[config.mk]
export PLATFORM = sky130hd
export DESIGN_NAME = soft_reset_sequencer
export DESIGN_NICKNAME = d
export VERILOG_FILES = /design/src/rtl/soft_reset_sequencer.sv
export SDC_FILE = /design/constraint.sdc
export NUM_CORES = 1
export LEC_CHECK = 0
export BUFFER_PORTS_ARGS = -buffer_cell sky130_fd_sc_hd__buf_2
export CORE_MARGIN = 5
export CORE_UTILIZATION = 30
export CTS_BUF_LIST = sky130_fd_sc_hd__clkbuf_4
export CTS_CLUSTER_DIAMETER = 30
export DETAILED_ROUTE_END_ITERATION = 8
export GPL_TIMING_DRIVEN = 1
export MAX_ROUTING_LAYER = met4
export PLACE_DENSITY_LB_ADDON = 0.08
export SYNTH_ARGS = -nofsm -noshare
export SYNTH_HDL_FRONTEND = slang
export SYNTH_SLANG_ARGS = --single-unit
[constraint.sdc]
create_clock -name srst_clk -period 2.4 [get_ports srst_clk]
set_clock_uncertainty 0.2 [all_clocks]
set_input_delay 0 -clock srst_clk [delete_from_list [all_inputs] [get_ports srst_clk]]
set_output_delay 0 -clock srst_clk [all_outputs]
set_load 0.05 [all_outputs]
[src/rtl/soft_reset_sequencer.sv]
// Control-unit soft reset sequencer: drains the pipeline, pulses the reset-mux input,
// holds fetch for a settling gap, then acknowledges. Records cause and a saturating count.
//
// state    | meaning
// S_IDLE   | waiting for a request edge
// S_DRAIN  | fetch held, waiting for pipe idle or drain timeout
// S_ASSERT | reset pulse driven for HOLD_CYCLES
// S_STAGE  | reset released, fetch still held for STAGE_GAP
// S_ACK    | one-cycle completion acknowledge
module soft_reset_sequencer #(
  parameter int HOLD_CYCLES   = 4,
  parameter int DRAIN_TIMEOUT = 16,
  parameter int STAGE_GAP     = 2,
  parameter int CNT_W         = 8
) (
  input  logic             srst_clk,
  input  logic             srst_rst_n,
  input  logic             srst_req,
  input  logic [1:0]       srst_cause,
  input  logic             srst_pipe_idle,
  input  logic             srst_clr,
  output logic             srst_rst_out,
  output logic             srst_fetch_hold,
  output logic             srst_busy,
  output logic             srst_ack,
  output logic [1:0]       srst_cause_q,
  output logic             srst_timeout,
  output logic             srst_drop,
  output logic [CNT_W-1:0] srst_count
);

  typedef enum logic [2:0] {S_IDLE, S_DRAIN, S_ASSERT, S_STAGE, S_ACK} state_t;

  localparam logic [7:0] DRAIN_LD = 8'(DRAIN_TIMEOUT - 1);
  localparam logic [7:0] HOLD_LD  = 8'(HOLD_CYCLES - 1);
  localparam logic [7:0] STAGE_LD = 8'(STAGE_GAP - 1);

  state_t     state_q, state_d;
  logic [7:0] timer_q, timer_d;
  logic       req_q, req_blk_q, req_edge, drain_to;

  logic             rst_out_d, fetch_hold_d, busy_d, ack_d, timeout_d, drop_d;
  logic [1:0]       cause_d;
  logic [CNT_W-1:0] count_d;

  // A request still high when reset releases must drop low once before it can be accepted.
  assign req_edge = srst_req & ~req_q & ~req_blk_q;

  always_ff @(posedge srst_clk) begin
    if (!srst_rst_n) begin
      state_q   <= S_IDLE;
      timer_q   <= '0;
      req_q     <= 1'b0;
      req_blk_q <= 1'b1;
    end else begin
      state_q <= state_d;
      timer_q <= timer_d;
      req_q   <= srst_req;
      if (!srst_req) req_blk_q <= 1'b0;
    end
  end

  always_comb begin
    state_d  = state_q;
    timer_d  = timer_q;
    drain_to = 1'b0;
    case (state_q)
      S_IDLE: begin
        if (req_edge) begin
          state_d = S_DRAIN;
          timer_d = DRAIN_LD;
        end
      end
      S_DRAIN: begin
        if (srst_pipe_idle || timer_q == 8'd0) begin
          drain_to = ~srst_pipe_idle;
          state_d  = S_ASSERT;
          timer_d  = HOLD_LD;
        end else begin
          timer_d = timer_q - 8'd1;
        end
      end
      S_ASSERT: begin
        if (timer_q == 8'd0) begin
          state_d = S_STAGE;
          timer_d = STAGE_LD;
        end else begin
          timer_d = timer_q - 8'd1;
        end
      end
      S_STAGE: begin
        if (timer_q == 8'd0) state_d = S_ACK;
        else timer_d = timer_q - 8'd1;
      end
      S_ACK:   state_d = S_IDLE;
      default: state_d = S_IDLE;
    endcase
  end

  // Outputs are decoded from the next state so the registered copies line up with it.
  always_comb begin
    rst_out_d    = (state_d == S_ASSERT);
    fetch_hold_d = (state_d == S_DRAIN) || (state_d == S_ASSERT) || (state_d == S_STAGE);
    busy_d       = (state_d != S_IDLE);
    ack_d        = (state_d == S_ACK);
    cause_d      = (state_q == S_IDLE && req_edge) ? srst_cause : srst_cause_q;
    timeout_d    = srst_clr ? 1'b0 : srst_timeout;
    drop_d       = srst_clr ? 1'b0 : srst_drop;
    if (drain_to) timeout_d = 1'b1;
    if (req_edge && state_q != S_IDLE) drop_d = 1'b1;
    count_d = srst_count;
    if (state_d == S_ACK && srst_count != {CNT_W{1'b1}}) count_d = srst_count + CNT_W'(1);
  end

  always_ff @(posedge srst_clk) begin
    if (!srst_rst_n) begin
      srst_rst_out    <= 1'b0;
      srst_fetch_hold <= 1'b0;
      srst_busy       <= 1'b0;
      srst_ack        <= 1'b0;
      srst_cause_q    <= 2'b00;
      srst_timeout    <= 1'b0;
      srst_drop       <= 1'b0;
      srst_count      <= '0;
    end else begin
      srst_rst_out    <= rst_out_d;
      srst_fetch_hold <= fetch_hold_d;
      srst_busy       <= busy_d;
      srst_ack        <= ack_d;
      srst_cause_q    <= cause_d;
      srst_timeout    <= timeout_d;
      srst_drop       <= drop_d;
      srst_count      <= count_d;
    end
  end

endmodule

==> flow_metrics.py, run 1 <==
metrics = {
    "synth": {
        "syn_area_per_cell_um2": 8.442,
        "yosysWarnings": 0,
        "fraction_of_registers_with_async_set_reset_pct": 0,
        "synth_edf_count": 0,
        "yosysSeqAreaShare_pct": 40.45,
        "synthesized_cell_area_mm2": 0.001435,
        "synthFlopType": "sky130_fd_sc_hd__dfxtp_1",
        "number_of_nets_in_the_synthesized_netlist": 179,
        "synthDistinctLibCells": 44,
        "ys_seq_elements": 29,
        "syn-instance-count": 170,
    },
    "power_and_ir_drop": {
        "power.share.combinational_pct": 34.0,
        "power.leakage_nw": 0.7808,
        "swShare_pct": 32.08,
        "max-vdd-ir-drop_mv": 0.2165,
        "intPower_mw": 0.9539,
        "total_power_mw": 1.405,
        "power_switching_mw": 0.4506,
        "p_clk_share_pct": 28.0,
        "power_density_mw_per_mm2": 740.5,
        "power.share.sequential_pct": 38.0,
    },
    "grt": {
        "grt_first_pass_wirelength_mm": 6.644,
        "overflow": 0,
        "global_route.usage.met1_pct": 15.37,
        "antenna_found_initial": 0,
        "grt_max_degree": 19,
        "busiest_layer": "met2",
        "met2_usage_pct": 23.23,
        "grt_util_all_layers_pct": 13.89,
        "first_global_vias": 1518,
        "met3_track_usage_gr_pct": 3.628,
    },
    "outcome": {
        "run_status": "completed",
    },
    "cells_and_area": {
        "layout-drive-gt1-share_pct": 27.91,
        "mostFrequentLayoutCell": "sky130_fd_sc_hd__dfxtp_1",
        "syn2layout_area_growth_pct": 32.17,
        "final_net_count": 223,
        "fin_cells": 269,
        "layout_common_cells": "sky130_fd_sc_hd__dfxtp_1 (27), sky130_fd_sc_hd__buf_2 (22), sky130_fd_sc_hd__buf_4 (16)",
        "finished_layout_cell_area_mm2": 0.001897,
        "n_antenna_cell": 0,
    },
    "drt": {
        "vias": 1483,
        "detail_route.drc_violations": 0,
        "vias_per_cell": 5.513,
        "number_of_drc_markers_after_the_initial_detailed_route_iteration": 166,
        "final_wl_mm": 3.842,
        "wire_per_inst_um": 14.28,
        "ant_nets": 0,
        "first_pass_iters": 4,
    },
    "sta": {
        "fin_crit_sh_pct": 98.57,
        "slew_viol_final": 0,
        "report.final.hold_viol_count": 0,
        "grt_setup_unrepaired": "true",
        "finalSetupViolCount": 0,
        "max-slew-margin-rel_pct": 61.12,
        "timing_worst_slew_pin_value_ns": 0.5811,
        "final.hold.worst_slack_ns": 0.008986,
        "final.min_clock_period_ns": 2.366,
        "final.setup.worst_slack_ns": 0.03439,
        "max_freq_mhz": 422.7,
    },
    "critical_path": {
        "crit_path_top_delay_cell": "sky130_fd_sc_hd__or4_4",
        "critical_path.cell_chain": "inv_2, ha_4, or4b_4, or4_4, buf_6, or3_1, a21oi_1",
        "crit_path_max_fanout": 8,
        "setup.worst_path.class": "flop to flop",
        "critPathArrivalTime_ns": 2.42,
        "critPathCaptureType": "flop",
        "cp_slowest_stage_delay_ns": 0.47,
        "critPathLaunchType": "flop",
        "required_time_at_the_worst_slack_endpoint_ns": 2.45,
    },
    "placement": {
        "placed_cell_area_mm2": 0.001723,
        "placedCellCount": 254,
        "place_congestion": 0.8417,
        "placement.setup.worst_slack_ns": -0.05233,
        "dp_hpwl_mm": 2.836,
        "port_buffers": 22,
    },
    "clock_network": {
        "cts_tree": "yes",
        "cts.repair_timing.setup_buffer_count": 0,
        "cts_made_buffers": 5,
        "h-tree-depth": 2,
        "clock_latency_ns": 0.33,
        "cts.path.max_buffers": 2,
        "clkSlewWorstSetupHoldPaths_ns": 0.09,
        "cts.root.buffer_cell": "sky130_fd_sc_hd__clkbuf_4",
        "cts_num_sinks": 29,
    },
    "floorplanning": {
        "initial_utilization_pct": 30.59,
        "core_area_mm2": 0.004692,
        "dieWidth_um": 79.17,
        "core.rowCount": 25,
        "design.portCount": 23,
        "dieHeight_um": 79.17,
        "area_of_the_die_mm2": 0.006267,
    },
    "job": {
        "drv.max_cap_violation_count": 0,
    },
    "min_path": {
        "hold_class": "input pin to flop",
    },
}
[power by group through the flow]
stage / clock network, mW / logic [mW] / registers, mW
after floorplan: 0 / 0.257 / 0.585
after global placement: 0 / 0.450 / 0.544
after detailed placement: 0 / 0.452 / 0.544
after CTS: 0.411 / 0.472 / 0.533
after global routing: 0.441 / 0.530 / 0.538
final: 0.393 / 0.477 / 0.534
[cells in the mapped netlist (2+ instances only)]
master	n	share of area, %
sky130_fd_sc_hd__nand2b_1	3	1.3
sky130_fd_sc_hd__ha_1	2	1.7
sky130_fd_sc_hd__nand3_1	5	1.7
sky130_fd_sc_hd__nor3_1	9	3.1
sky130_fd_sc_hd__nor3b_1	2	1.0
sky130_fd_sc_hd__nand4_1	2	0.87
sky130_fd_sc_hd__nand2_1	8	2.1
sky130_fd_sc_hd__and3_1	2	0.87
sky130_fd_sc_hd__a21o_1	2	1.0
sky130_fd_sc_hd__dfxtp_1	29	40
sky130_fd_sc_hd__o31ai_1	7	3.7
sky130_fd_sc_hd__a221oi_1	4	2.4
sky130_fd_sc_hd__o221a_2	2	1.6
sky130_fd_sc_hd__a32oi_1	4	2.4
sky130_fd_sc_hd__mux2i_1	3	2.1
sky130_fd_sc_hd__clkbuf_1	9	2.4
sky130_fd_sc_hd__and2_1	2	0.87
sky130_fd_sc_hd__a21oi_1	11	3.8
sky130_fd_sc_hd__nor4_1	2	0.87
sky130_fd_sc_hd__nor4b_1	3	1.8
sky130_fd_sc_hd__inv_1	9	2.4
sky130_fd_sc_hd__o21ai_0	5	1.7
sky130_fd_sc_hd__or3_1	6	2.6
sky130_fd_sc_hd__nor2_1	16	4.2
sky130_fd_sc_hd__a211o_1	2	1.2
sky130_fd_sc_hd__or4_1	3	1.6
[cells by family after synthesis]
logic type | share of synthesized area (%)
buffers and inverters | 5.317
AO/OA/AOI/OAI | 25.20
adder cells (fa/ha/maj) | 1.743
AND/OR/NAND/NOR | 25.20
flip-flops | 40.45
multiplexers | 2.092
[worst paths after layout]
check,startpoint,endpoint,slack [ns],depth (start not counted)
min reg2reg,srst_cause_q[1],srst_cause_q[1],0.30,2
max reg2reg,timer_q[1],srst_count[0],0.03,7
min,srst_pipe_idle,timer_q[4],0.009,5
max,timer_q[1],srst_count[0],0.03,7
[metal layers]
layer / routed length, um / vias up
met5: 0 / -
met4: 59 / 0
met3: 121 / 8
met2: 1914 / 29
met1: 1746 / 716
li1: - / 730
[final cells by class]
type                    instances  area, um2
well taps                      54      67.56
inverters                      10      37.54
multi-input cells             121      807.0
clock buffers                   6      45.04
repair buffers                 47      322.8
fillers                       497       2795
flip-flops and latches         29      583.1
clock inverters                 2      33.78
[registers in the layout, indices dropped and copies added (netlist names)]
register and cells:
timer_q 8, srst_ack 1, srst_rst_out 1, srst_drop 1, srst_timeout 1, srst_count 8, state_q 3, req_q 1
req_blk_q 1, srst_cause_q 2, srst_busy 1, srst_fetch_hold 1
[timing repair]
action,4_1_cts,5_1_grt
pin swaps,0,4
endpoints found under the hold margin,17,0
endpoints found under the setup margin,5,8
hold buffers,7,0
resized for setup,2,6
[critical path, delay by kind of cell (launching register included)]
kind	cells	cell delay [ns]
AO/OA/AOI/OAI	1	0.14
adder cells (fa/ha/maj)	1	0.12
buffers and inverters	2	0.22
flip-flops	1	0.33
AND/OR/NAND/NOR	3	1.26
[per-stage QoR]
stage | TNS, ns | util, %
after floorplan | 0 | -
final | 0 | 40.43
after global placement | 0 | 36.72
after global routing | -0.09293 | 40.43
after detailed placement | -0.1524 | 36.72
after CTS | 0 | 40.05
Note: power is estimated with default switching activity, not from simulation.
==> inputs of run 2 (changes only) <==
--- a/config.mk
+++ b/config.mk
@@ -13,7 +13,7 @@
 export DETAILED_ROUTE_END_ITERATION = 8
 export GPL_TIMING_DRIVEN = 1
 export MAX_ROUTING_LAYER = met4
-export PLACE_DENSITY_LB_ADDON = 0.08
+export PLACE_DENSITY = 0.55
 export SYNTH_ARGS = -nofsm -noshare
 export SYNTH_HDL_FRONTEND = slang
 export SYNTH_SLANG_ARGS = --single-unit
==> run 2 against run 1 <==
Count of clock-buffer cells in the layout stayed put. Via count shrank 1.1%. Final cell count rose by 1.5%.
==> flow_metrics.py, run 2 (synthesis gave the netlist of run 1 again) <==
metrics = {
    "drt": {
        "vias_per_cell": 5.374,
        "first_pass_iters": 4,
        "final_wl_mm": 3.676,
        "detail_route.drc_violations": 0,
        "wire_per_inst_um": 13.47,
        "ant_nets": 0,
        "vias": 1467,
        "number_of_drc_markers_after_the_initial_detailed_route_iteration": 83,
    },
    "power_and_ir_drop": {
        "total_power_mw": 1.396,
        "power_density_mw_per_mm2": 724.7,
        "power.leakage_nw": 0.8030,
        "max-vdd-ir-drop_mv": 0.3202,
    },
    "floorplanning": {
        "core_area_mm2": 0.004692,
        "design.portCount": 23,
        "area_of_the_die_mm2": 0.006267,
        "dieWidth_um": 79.17,
        "initial_utilization_pct": 30.59,
        "dieHeight_um": 79.17,
        "core.rowCount": 25,
    },
    "critical_path": {
        "worstPathBufferInverterCount": 1,
        "required_time_at_the_worst_slack_endpoint_ns": 2.46,
        "critPathCaptureType": "flop",
        "critPathLaunchType": "flop",
        "critical-path-top-cell-by-count": "sky130_fd_sc_hd__or4_4",
        "crit_path_top_delay_cell": "sky130_fd_sc_hd__or4_4",
        "critPathTopFamily": "simple AND/OR/NAND/NOR gates",
        "critical_path.cell_chain": "inv_2, ha_4, or4b_4, or4_4, or4_4, a21oi_2",
        "crit_path_max_fanout": 5,
        "timing.rr.start": "timer_q[1]",
        "cp_slowest_stage_delay_ns": 0.53,
        "setup.worst_path.class": "flop to flop",
        "r2r_cells": 6,
        "critPathArrivalTime_ns": 2.40,
        "timing.rr.end": "srst_count[4]",
        "timing.reg2reg.setup_slack_ns": 0.05,
    },
    "placement": {
        "placement.setup.worst_slack_ns": 0.005348,
        "place_congestion": 0.7903,
        "port_buffers": 22,
        "dp_hpwl_mm": 2.668,
    },
    "cells_and_area": {
        "final_net_count": 227,
        "fill_cells": 492,
        "mostFrequentLayoutCell": "sky130_fd_sc_hd__dfxtp_1",
        "top_regs": "srst_count x8, timer_q x8, state_q x3",
        "area.sequential_um2": 583.1,
        "layout-drive-gt1-share_pct": 29.68,
        "syn2layout_area_growth_pct": 34.26,
        "n_antenna_cell": 0,
        "layout_common_cells": "sky130_fd_sc_hd__dfxtp_1 (27), sky130_fd_sc_hd__buf_2 (22), sky130_fd_sc_hd__buf_4 (21)",
        "multi_input_area_um2": 810.8,
    },
    "grt": {
        "antenna_found_initial": 0,
        "first_global_vias": 1348,
        "grt_max_degree": 16,
        "overflow": 0,
        "grt_util_all_layers_pct": 13.47,
        "grt_first_pass_wirelength_mm": 6.486,
    },
    "clock_network": {
        "cts.repair_timing.setup_buffer_count": 0,
        "cts.root.buffer_cell": "sky130_fd_sc_hd__clkbuf_4",
        "cts.path.max_buffers": 2,
        "cts_made_buffers": 5,
        "cts_num_sinks": 29,
        "clkSlewWorstSetupHoldPaths_ns": 0.09,
        "clock_latency_ns": 0.33,
        "cts_tree": "yes",
        "h-tree-depth": 2,
    },
    "outcome": {
        "run_status": "completed",
    },
    "sta": {
        "fin_crit_sh_pct": 97.84,
        "grt_setup_unrepaired": "true",
        "max_freq_mhz": 425.9,
        "report.final.hold_viol_count": 0,
        "slew_viol_final": 0,
        "final.setup.worst_slack_ns": 0.05185,
        "finalSetupViolCount": 0,
        "final.min_clock_period_ns": 2.348,
        "max-slew-margin-rel_pct": 61.74,
        "timing_worst_slew_pin_value_ns": 0.5718,
    },
    "min_path": {
        "worstHoldStart": "srst_cause[0]",
        "hold_class": "input pin to flop",
        "worst_hold_path.num_cells": 4,
        "whs_endpoint": "srst_cause_q[0]",
    },
    "job": {
        "drv.max_cap_violation_count": 0,
    },
}
-- run 2: what timing repair did --
item                                    4_1_cts  5_1_grt
endpoints found under the setup margin        4        7
endpoints found under the hold margin        17        0
pin swaps                                     0        2
hold buffers                                  7        0
resized for setup                             1        7
-- run 2: power breakdown --
part | leakage [nW] | switching, mW | internal, mW
logic | 0.523 | 0.259 | 0.208
clock network | 0.0433 | 0.169 | 0.228
registers | 0.236 | 0.0160 | 0.516
-- run 2: worst max path at each step --
stage | to | slack, ns | start | cells past startpoint
final | srst_count[4] | 0.05 | timer_q[1] | 6
after global routing | srst_count[0] | -0.02 | timer_q[1] | 7
after CTS | srst_count[2] | 0.02 | timer_q[1] | 7
after detailed placement | srst_count[0] | 0.005 | timer_q[1] | 7
after global placement | srst_count[3] | 0.04 | timer_q[1] | 7
after floorplan | srst_count[5] | 0.01 | timer_q[1] | 7
-- run 2: worst reg2reg max path, delay by kind of cell, from the launching register on --
kind / cells / cell delay (ns)
buffers and inverters: 1 / 0.06
adders and majority gates: 1 / 0.12
AOI/OAI and AO/OA: 1 / 0.12
DFF: 1 / 0.33
and+or+nand+nor: 3 / 1.45
-- run 2: cell type report --
class / count / share of cell area, %
clock buffers: 6 / 2.338
clock inverters: 2 / 1.753
inverters: 10 / 1.948
multi-input cells: 121 / 42.08
flip-flops and latches: 29 / 30.26
well taps: 54 / 3.506
repair buffers: 51 / 18.12
-- run 2: routing by layer --
layer	track usage (%)	routed length, um
met1	17.49	1745
met2	20.54	1703
met3	3.855	183
met4	3.608	43
met5	-	0
-- run 2: through the flow --
| stage | cells | TNS (ns) | hold slack, ns | cell area [um2] | utilization [%] |
|---|---|---|---|---|---|
| after floorplan | 170 | 0 | -0.08855 | 1455 | - |
| after global placement | 258 | 0 | 0.03514 | 1753 | 37.36 |
| after detailed placement | 258 | 0 | 0.04090 | 1753 | 37.36 |
| after CTS | 273 | 0 | 0.2204 | 1906 | 40.61 |
| after global routing | 273 | -0.03380 | 0.2580 | 1927 | 41.07 |
| final | 273 | 0 | 0.2428 | 1927 | 41.07 |
==> inputs of run 3 (changes only) <==
--- a/config.mk
+++ b/config.mk
@@ -6,6 +6,8 @@
 export NUM_CORES = 1
 export LEC_CHECK = 0
 export BUFFER_PORTS_ARGS = -buffer_cell sky130_fd_sc_hd__buf_2
+export CELL_PAD_IN_SITES_DETAIL_PLACEMENT = 1
+export CELL_PAD_IN_SITES_GLOBAL_PLACEMENT = 2
 export CORE_MARGIN = 5
 export CORE_UTILIZATION = 30
 export CTS_BUF_LIST = sky130_fd_sc_hd__clkbuf_4
@@ -13,7 +15,7 @@
 export DETAILED_ROUTE_END_ITERATION = 8
 export GPL_TIMING_DRIVEN = 1
 export MAX_ROUTING_LAYER = met4
-export PLACE_DENSITY = 0.55
+export PLACE_DENSITY = 0.81
 export SYNTH_ARGS = -nofsm -noshare
 export SYNTH_HDL_FRONTEND = slang
 export SYNTH_SLANG_ARGS = --single-unit
==> run 3 against run 2 <==
Register-to-register slack worse by 0.04 ns. Critical path depth stayed put. Setup slack got worse by 0.040 ns. Via count increased by 6.2%. Worst hold slack better by 0.018 ns. Highest routed layer unchanged. Sequential cell count is the same. Combinational power grew 5.1%. Clock power grew 7.1%. Sequential share of layout area fell by 0.67 points.
==> flow_metrics.py, run 3 (synthesis gave the netlist of run 1 again) <==
metrics = {
    "clock_network": {
        "cts_made_buffers": 5,
        "cts.root.buffer_cell": "sky130_fd_sc_hd__clkbuf_4",
        "h-tree-depth": 2,
        "clock_latency_ns": 0.35,
        "cts.repair_timing.setup_buffer_count": 0,
        "clkSlewWorstSetupHoldPaths_ns": 0.12,
        "cts_num_sinks": 29,
        "cts.path.max_buffers": 2,
        "cts_tree": "yes",
    },
    "drt": {
        "final_wl_mm": 4.653,
        "vias_per_cell": 5.645,
        "detail_route.drc_violations": 0,
        "ant_nets": 0,
        "wire_per_inst_um": 16.86,
        "first_pass_iters": 4,
        "number_of_drc_markers_after_the_initial_detailed_route_iteration": 74,
        "vias": 1558,
    },
    "critical_path": {
        "critPathTopFamily": "simple AND/OR/NAND/NOR gates",
        "cp_slowest_stage_delay_ns": 0.52,
        "required_time_at_the_worst_slack_endpoint_ns": 2.48,
        "setup.worst_path.class": "flop to flop",
        "crit_path_top_delay_cell": "sky130_fd_sc_hd__or4_1",
        "timing.reg2reg.setup_slack_ns": 0.01,
        "crit_path_max_fanout": 5,
        "critical_path.cell_chain": "inv_2, ha_4, or4b_4, or4_4, or4_1, a21oi_1",
        "worstPathBufferInverterCount": 1,
        "critPathLaunchType": "flop",
        "critPathArrivalTime_ns": 2.47,
        "critPathCaptureType": "flop",
    },
    "sta": {
        "finalSetupViolCount": 0,
        "final.setup.tns_ns": 0,
        "max_freq_mhz": 418.8,
        "report.final.hold_viol_count": 0,
        "final.min_clock_period_ns": 2.388,
        "final.hold.worst_slack_ns": 0.2609,
        "grt_setup_unrepaired": "true",
        "slew_viol_final": 0,
        "max-slew-margin-rel_pct": 56.70,
        "fin_crit_sh_pct": 99.49,
        "timing_worst_slew_pin_value_ns": 0.6472,
    },
    "grt": {
        "antenna_found_initial": 0,
        "grt_first_pass_wirelength_mm": 7.845,
        "overflow": 0,
        "grt_max_degree": 16,
        "grt_util_all_layers_pct": 16.14,
        "first_global_vias": 1648,
    },
    "floorplanning": {
        "dieHeight_um": 79.17,
        "dieWidth_um": 79.17,
        "core.rowCount": 25,
        "initial_utilization_pct": 30.59,
        "area_of_the_die_mm2": 0.006267,
        "core_area_mm2": 0.004692,
        "design.portCount": 23,
    },
    "min_path": {
        "hold_class": "input pin to flop",
    },
    "job": {
        "drv.max_cap_violation_count": 0,
    },
    "cells_and_area": {
        "postLayoutCoreUtil_pct": 42.00,
        "layout-drive-gt1-share_pct": 31.08,
        "top_regs": "srst_count x8, timer_q x8, state_q x3",
        "mostFrequentLayoutCell": "sky130_fd_sc_hd__dfxtp_1",
        "syn2layout_area_growth_pct": 37.31,
        "final_net_count": 230,
        "layout_common_cells": "sky130_fd_sc_hd__dfxtp_1 (27), sky130_fd_sc_hd__buf_2 (22), sky130_fd_sc_hd__buf_4 (22)",
        "n_antenna_cell": 0,
    },
    "power_and_ir_drop": {
        "power.leakage_nw": 0.8153,
        "power_density_mw_per_mm2": 736.2,
        "max-vdd-ir-drop_mv": 0.2403,
    },
    "outcome": {
        "run_status": "completed",
    },
    "placement": {
        "dp_hpwl_mm": 3.285,
        "port_buffers": 22,
        "place_congestion": 0.8249,
    },
}
## run 3: path summary, 6_finish.rpt
check,startpoint,end,cells after the start
worst max-delay path,timer_q[1],srst_count[4],6
worst min-delay path,srst_req,req_q,3
worst max register to register,timer_q[1],srst_count[4],6
worst min register to register,srst_drop,srst_drop,2
## run 3: routing by layer
| metal | vias up | share of wire (%) | track usage [%] |
|---|---|---|---|
| met4 | 0 | 1.2 | 4.639 |
| met1 | 769 | 45 | 18.71 |
| met2 | 29 | 51 | 28.11 |
| met5 | - | 0 | - |
| li1 | 755 | - | - |
| met3 | 5 | 3.1 | 3.401 |
## run 3: area by class of cell
| class | count | area [um2] |
|---|---|---|
| Clock buffer | 5 | 37.54 |
| Clock inverter | 3 | 46.29 |
| Fill cell | 580 | 2721 |
| Inverter | 10 | 37.54 |
| Multi-Input combinational cell | 122 | 833.3 |
| Sequential cell | 29 | 583.1 |
| Tap cell | 54 | 67.56 |
| Timing Repair Buffer | 53 | 365.4 |
## run 3: repair_timing
action | CTS | global route
endpoints found under the setup margin | 8 | 4
pin swaps | 0 | 1
gates resized for setup | 3 | 6
hold buffers | 9 | 0
endpoints found under the hold margin | 20 | 0
gates cloned | 1 | 0
## run 3: through the flow
step                      worst slack (ns)  cells  area, um2  power, mW
after floorplan                    0.01089    170       1455     0.8428
after global placement            -0.01443    258       1753     0.9932
after detailed placement          -0.09805    258       1753      1.008
after CTS                         0.009685    276       1946      1.461
after global routing              -0.05640    276       1971      1.533
final                              0.01216    276       1971      1.451
## run 3: worst reg2reg max path, delay by kind of cell (launching register included)
family	cells	cell delay, ns
DFF	1	0.34
and+or+nand+nor	3	1.48
AOI/OAI and AO/OA	1	0.13
buffers and inverters	1	0.06
adders and majority gates	1	0.12
## run 3: report_power, final
group / internal, mW / switching, mW
sequential: 0.517 / 0.0176
combinational: 0.208 / 0.283
clock: 0.220 / 0.205
